## src/rtl/submod_sec.sv

```systemverilog
// ---------------------------------------------------------------------------
// submod_sec -- seconds stage of the digital timer
//
// Divides the system clock down to a 1 s tick, keeps a BCD seconds count
// 00..59 and presents it as two seven-segment codes for the minute stage.
// A start/stop/clear run-control FSM gates the count, and a one-cycle
// sec_carry pulse marks each 59 -> 00 wrap so the minute stage advances
// exactly once per minute.
//
// Parameters
//   TICK_DIV  clk cycles per seconds tick (>= 2)
//   PRE_W     prescaler width, 2**PRE_W >= TICK_DIV
//
// Ports
//   clk            in   1  system clock, rising edge
//   rst_n          in   1  asynchronous active-low reset of all state
//   dsyn_rst_n     in   1  display enable, low blanks both segment outputs
//   start          in   1  one-cycle pulse, IDLE/PAUSE -> RUN
//   stop           in   1  one-cycle pulse, RUN -> PAUSE
//   clear          in   1  one-cycle pulse, any state -> IDLE with count 00
//   ssd_sec_l_sub  out  7  seconds-low segment code
//   ssd_sec_h_sub  out  7  seconds-high segment code
//   sec_carry      out  1  one-cycle pulse in the first cycle reading 00
//                          after a 59 tick
//   running        out  1  high while the FSM is in RUN
//   dbg_state      out  2  current FSM state (0 IDLE, 1 RUN, 2 PAUSE)
//
// Control handshake: start/stop/clear are level samples taken on every
// rising clk edge; there is no ready/acknowledge. A pulse asserted across
// several edges is acted on at each of those edges. When more than one is
// high in the same cycle only the highest priority one (clear > stop >
// start) is considered; a command meaningless in the current state is
// dropped.
//
// Segment codes are active-high, bit order {g,f,e,d,c,b,a}; an all-zero
// code is a blank digit.
// ---------------------------------------------------------------------------
module submod_sec #(
    parameter int TICK_DIV = 50_000_000,
    parameter int PRE_W    = 26
) (
    input  logic       clk,
    input  logic       rst_n,
    input  logic       dsyn_rst_n,
    input  logic       start,
    input  logic       stop,
    input  logic       clear,
    output logic [6:0] ssd_sec_l_sub,
    output logic [6:0] ssd_sec_h_sub,
    output logic       sec_carry,
    output logic       running,
    output logic [1:0] dbg_state
);

    // Segment patterns, {g,f,e,d,c,b,a}, active-high.
    localparam logic [6:0] SEG_ZERO  = 7'h3F;
    localparam logic [6:0] SEG_ONE   = 7'h06;
    localparam logic [6:0] SEG_TWO   = 7'h5B;
    localparam logic [6:0] SEG_THREE = 7'h4F;
    localparam logic [6:0] SEG_FOUR  = 7'h66;
    localparam logic [6:0] SEG_FIVE  = 7'h6D;
    localparam logic [6:0] SEG_SIX   = 7'h7D;
    localparam logic [6:0] SEG_SEVEN = 7'h07;
    localparam logic [6:0] SEG_EIGHT = 7'h7F;
    localparam logic [6:0] SEG_NINE  = 7'h6F;

    localparam logic [PRE_W-1:0] PRE_LAST = PRE_W'(TICK_DIV - 1);

    typedef enum logic [1:0] {
        ST_IDLE  = 2'd0,
        ST_RUN   = 2'd1,
        ST_PAUSE = 2'd2
    } state_e;

    state_e           state_q, state_d;
    logic [PRE_W-1:0] pre_q,   pre_d;
    logic [3:0]       sec_l_q, sec_l_d;
    logic [2:0]       sec_h_q, sec_h_d;
    logic             carry_q, carry_d;
    logic             running_q, running_d;

    // Prioritised command decode: at most one of these is high.
    logic cmd_clear;
    logic cmd_stop;
    logic cmd_start;
    logic tick;

    assign cmd_clear = clear;
    assign cmd_stop  = !clear && stop;
    assign cmd_start = !clear && !stop && start;

    // A tick is suppressed by clear or stop in the same cycle: clear wins
    // outright, and stop freezes the prescaler at its last value so the
    // pending tick fires on the first RUN edge after the next start.
    assign tick = (state_q == ST_RUN) && (pre_q == PRE_LAST) && !clear && !stop;

    always_comb begin
        state_d   = state_q;
        pre_d     = pre_q;
        sec_l_d   = sec_l_q;
        sec_h_d   = sec_h_q;
        carry_d   = 1'b0;
        running_d = 1'b0;

        // Next FSM state.
        if (cmd_clear) begin
            state_d = ST_IDLE;
        end else begin
            unique case (state_q)
                ST_IDLE:  if (cmd_start) state_d = ST_RUN;
                ST_RUN:   if (cmd_stop)  state_d = ST_PAUSE;
                ST_PAUSE: if (cmd_start) state_d = ST_RUN;
                default:                 state_d = ST_IDLE;
            endcase
        end

        // Prescaler: zero whenever the FSM is (or is entering) IDLE, counts
        // only through uninterrupted RUN cycles, holds otherwise so a pause
        // keeps the phase of the current second.
        if (state_d == ST_IDLE) begin
            pre_d = '0;
        end else if (state_q == ST_RUN && !cmd_stop) begin
            pre_d = tick ? '0 : pre_q + PRE_W'(1);
        end

        // BCD seconds count.
        if (cmd_clear) begin
            sec_l_d = 4'd0;
            sec_h_d = 3'd0;
        end else if (tick) begin
            if (sec_l_q == 4'd9) begin
                sec_l_d = 4'd0;
                sec_h_d = (sec_h_q == 3'd5) ? 3'd0 : sec_h_q + 3'd1;
            end else begin
                sec_l_d = sec_l_q + 4'd1;
            end
        end

        // Carry goes high together with the 00 that the wrap produces.
        carry_d   = tick && (sec_l_q == 4'd9) && (sec_h_q == 3'd5);
        running_d = (state_d == ST_RUN);
    end

    always_ff @(posedge clk or negedge rst_n) begin
        if (!rst_n) begin
            state_q   <= ST_IDLE;
            pre_q     <= '0;
            sec_l_q   <= 4'd0;
            sec_h_q   <= 3'd0;
            carry_q   <= 1'b0;
            running_q <= 1'b0;
        end else begin
            state_q   <= state_d;
            pre_q     <= pre_d;
            sec_l_q   <= sec_l_d;
            sec_h_q   <= sec_h_d;
            carry_q   <= carry_d;
            running_q <= running_d;
        end
    end

    // Digit to segment decode; codes above nine show blank.
    function automatic logic [6:0] seg_decode(input logic [3:0] digit);
        logic [6:0] seg;
        case (digit)
            4'd0:    seg = SEG_ZERO;
            4'd1:    seg = SEG_ONE;
            4'd2:    seg = SEG_TWO;
            4'd3:    seg = SEG_THREE;
            4'd4:    seg = SEG_FOUR;
            4'd5:    seg = SEG_FIVE;
            4'd6:    seg = SEG_SIX;
            4'd7:    seg = SEG_SEVEN;
            4'd8:    seg = SEG_EIGHT;
            4'd9:    seg = SEG_NINE;
            default: seg = 7'd0;
        endcase
        return seg;
    endfunction

    // Blanking only affects the display path; the count keeps running.
    assign ssd_sec_l_sub = dsyn_rst_n ? seg_decode(sec_l_q)         : 7'd0;
    assign ssd_sec_h_sub = dsyn_rst_n ? seg_decode({1'b0, sec_h_q}) : 7'd0;

    assign sec_carry = carry_q;
    assign running   = running_q;
    assign dbg_state = state_q;

endmodule

```

## config.mk

```make
export PLATFORM = sky130hd
export DESIGN_NAME = submod_sec
export DESIGN_NICKNAME = d
export VERILOG_FILES = /design/src/rtl/submod_sec.sv
export SDC_FILE = /design/constraint.sdc
export NUM_CORES = 1
export LEC_CHECK = 0
export CORE_UTILIZATION = 61
export CTS_CLUSTER_DIAMETER = 80
export DETAILED_ROUTE_END_ITERATION = 6
export GPL_ROUTABILITY_DRIVEN = 0
export GPL_TIMING_DRIVEN = 0
export PLACE_DENSITY_LB_ADDON = 0.12
export SYNTH_ARGS = -nofsm -noshare
export SYNTH_HDL_FRONTEND = slang
export SYNTH_SLANG_ARGS = --single-unit
```

## constraint.sdc

```tcl
create_clock -name clk -period 4 [get_ports clk]
set_input_delay 0.8 -clock clk [delete_from_list [all_inputs] [get_ports clk]]
set_output_delay 0.8 -clock clk [all_outputs]
set_load 0.02 [all_outputs]
```

==> impl_metrics.toml <==
[floorplan]
io_pins = 24
fp.dieH_um = 64.6
die_area_mm2 = 0.00417
rows = 22
die_w_um = 64.6
start_util = 0.643
core_mm2 = 0.00372

[route]
drc_errors = 0
ant_nets = 0
first_pass_iters = 4
vias_per_cell = 5.89
avgRoutedWirePerCell_um = 14.4
vias = 2055
initialDrtViolationCount = 76
drt-total-wl_mm = 5.02

[sta]
max-slew-margin-rel = 0.454
skew_ns = 0.00235
timing.fmax_mhz = 306
fin_crit_sh = 0.817
totalNegativeSetupSlack_ns = 0
period_minus_slack_ns = 3.27
drv_slew = 0
grt_setup_unrepaired = "false"
hold_viol = 0
worst_pin_slew_ns = 0.819
setup_viol = 0

[synth]
syn_inst = 270
synthArstFlopShare = 1.00
ys_ff_latch = 37
synth_area_mm2 = 0.00239
yosys_warnings = 0
synth.avg_cell_area_um2 = 8.85
syn_nets = 285
synth.distinct_cells = 49
synth-edff-count = 0
ys.flop_type = "dfrtp_1"
seq_area_frac_synth = 0.387

[global_route]
globalRoute.totalOverflow = 0
antenna_found_initial = 0
grt_pass1_wl_mm = 8.46
grt_pass1_vias = 1934
grt.total_usage = 0.261
grt_start_max_net_pins = 38

[clock_tree]
path_clk_slew_ns = 0.07
cts-root-buf = "clkbuf_8"
cts_buffer_depth = 2
h-tree-depth = 2
post_cts_resized = 0
cts_tree = "done"
clk_latency_ns = 0.29
ctsHoldBuffers = 0
cts_made_buffers = 5
cts_sinks = 37
post_cts_buffers = 0

[placed_design]
io_buffers = 23
dpl.hpwl_mm = 3.56
placed_cell_area_mm2 = 0.00268
place_inst = 341

[run]
drv_cap = 0

[cells_and_area]
finalNonFillerCells = 349
final_area_mm2 = 0.00279
multi_input_area_mm2 = 0.00137
diodes = 0
fillerInstances = 270
synthToLayoutAreaGrowth_pct = 16.8
nNetsFinal = 315
drive_gt1_frac = 0.0831
regArea_um2 = 926

[outcome]
status = "finished clean"

[critical_path]
worst_setup_path_end_kind = "output port"
start_kind = "primary input"
critical_path_required_ns = 3.20
critPathMaxFanout = 10
worst_ep_arrival_time_ns = 2.47
worstSetupPathType = "primary input to output port"

[pwr]
vdd_ir_drop_max_uv = 233
leakagePower_uw = 0.00106
power_density_mw_per_mm2 = 280

[worst_hold_path]
hold_class = "flip-flop to flip-flop"
==> Yosys cell counts (2+ instances only) <==
library cell	number	area, µm²
nor2_1	30	113
o22ai_1	3	18.8
nor3_2	2	20.0
o21ai_0	12	60.1
and3_1	3	18.8
or3_1	6	37.5
and2_1	7	43.8
ha_1	9	113
nand4b_1	2	17.5
o311ai_0	2	17.5
nor4_1	3	18.8
o21a_1	5	37.5
and4_1	2	17.5
nand2_1	18	67.6
dfrtp_1	37	926
a21oi_1	18	90.1
buf_2	3	15.0
a21boi_0	7	52.6
o31ai_1	2	15.0
nand3_1	13	65.1
clkbuf_1	5	18.8
nand4_1	12	75.1
nor3_1	2	10.0
nand3b_1	6	45.0
inv_1	11	41.3
nand3_2	2	20.0
xnor2_1	2	17.5
or4_1	2	15.0
nor2b_1	3	18.8
nand2b_1	9	56.3
xor2_1	14	123
==> report_power, final <==
group,switching [µW],internal (µW)
registers,0.885,375
logic,41.6,27.9
clock network,133,203
total,175,607
==> placed cells by master, fill, tap and decap left out, drive strengths merged, types with 2 or more instances in the layout <==
master         synthesis  routed
dfrtp                 37      37
nor2                  30      30
clkdlybuf4s50          0      22
a21oi                 18      18
nand2                 18      18
nand3                 16      16
xor2                  14      14
o21ai                 13      13
nand4                 13      13
clkbuf                 6      13
inv                   11      11
nand2b                 9       9
ha                     9       9
a21boi                 7       7
and2                   7       7
nand3b                 6       6
or3                    6       6
buf                    5       6
o21a                   5       5
nor3                   5       5
nor2b                  3       3
o22ai                  3       3
nor4                   3       3
and3                   3       3
and4                   2       2
o31ai                  2       2
nand4b                 2       2
xnor2                  2       2
o311ai                 2       2
or4                    2       2
and4bb                 2       2
==> per-layer routing <==
layer  vias to the layer above  routed length, µm  track usage
li1                       1016                  -            -
met3                         8                173       0.0528
met2                        49               2570        0.479
met5                         -                  0            0
met1                       982               2220        0.306
met4                         0                 59       0.0750
==> worst max-delay path, cell delays in order <==
cell,delay [ns]
clkdlybuf4s50_1,0.52
clkbuf_1,0.31
a21boi_0,0.22
clkdlybuf4s50_1,0.62
==> metrics by stage <==
stage	worst slack (ns)	power (µW)	util	hold slack (ns)
2_1_floorplan	1.65	420	-	0.478
3_3_place_gp	0.764	453	0.721	0.505
3_5_place_dp	0.730	453	0.720	0.513
4_1_cts	0.726	785	0.751	0.552
5_1_grt	0.598	802	0.751	0.565
6_report	0.733	782	0.751	0.557
==> final timing paths <==
kind	from	end	slack, ns	cells after the start
min reg2reg	pre_q[0]	pre_q[0]	0.56	1
max in group asynchronous	rst_n	pre_q[9]	2.89	1
min	pre_q[0]	pre_q[0]	0.56	1
max	dsyn_rst_n	ssd_sec_h_sub[2]	0.73	4
max reg2reg	pre_q[0]	pre_q[5]	1.87	7
min in group asynchronous	rst_n	pre_q[14]	0.60	1
==> final cells by class <==
cell class	count	share of cell area
Multi-Input combinational cell	211	0.489
Sequential cell	37	0.332
Timing Repair Buffer	23	0.0807
Clock buffer	7	0.0309
Tap cell	48	0.0215
Buffer	11	0.0206
Inverter	11	0.0148
Clock inverter	1	0.0108
==> flip-flops by register name, indices dropped and copies added, names as in the netlist <==
signal	flops
sec_l_q	4
pre_q	26
dbg_state	2
sec_h_q	3
running	1
sec_carry	1
==> logic make-up after synthesis <==
family	after synthesis	synth area share
adders and majority gates	9	0.0471
and+or+nand+nor	131	0.320
DFF	37	0.387
AOI/OAI and AO/OA	54	0.141
xor gates and xnor gates	16	0.0586
muxes	1	0.00419
buffers and inverters	22	0.0414
Note: power is estimated with default switching activity, not from simulation.
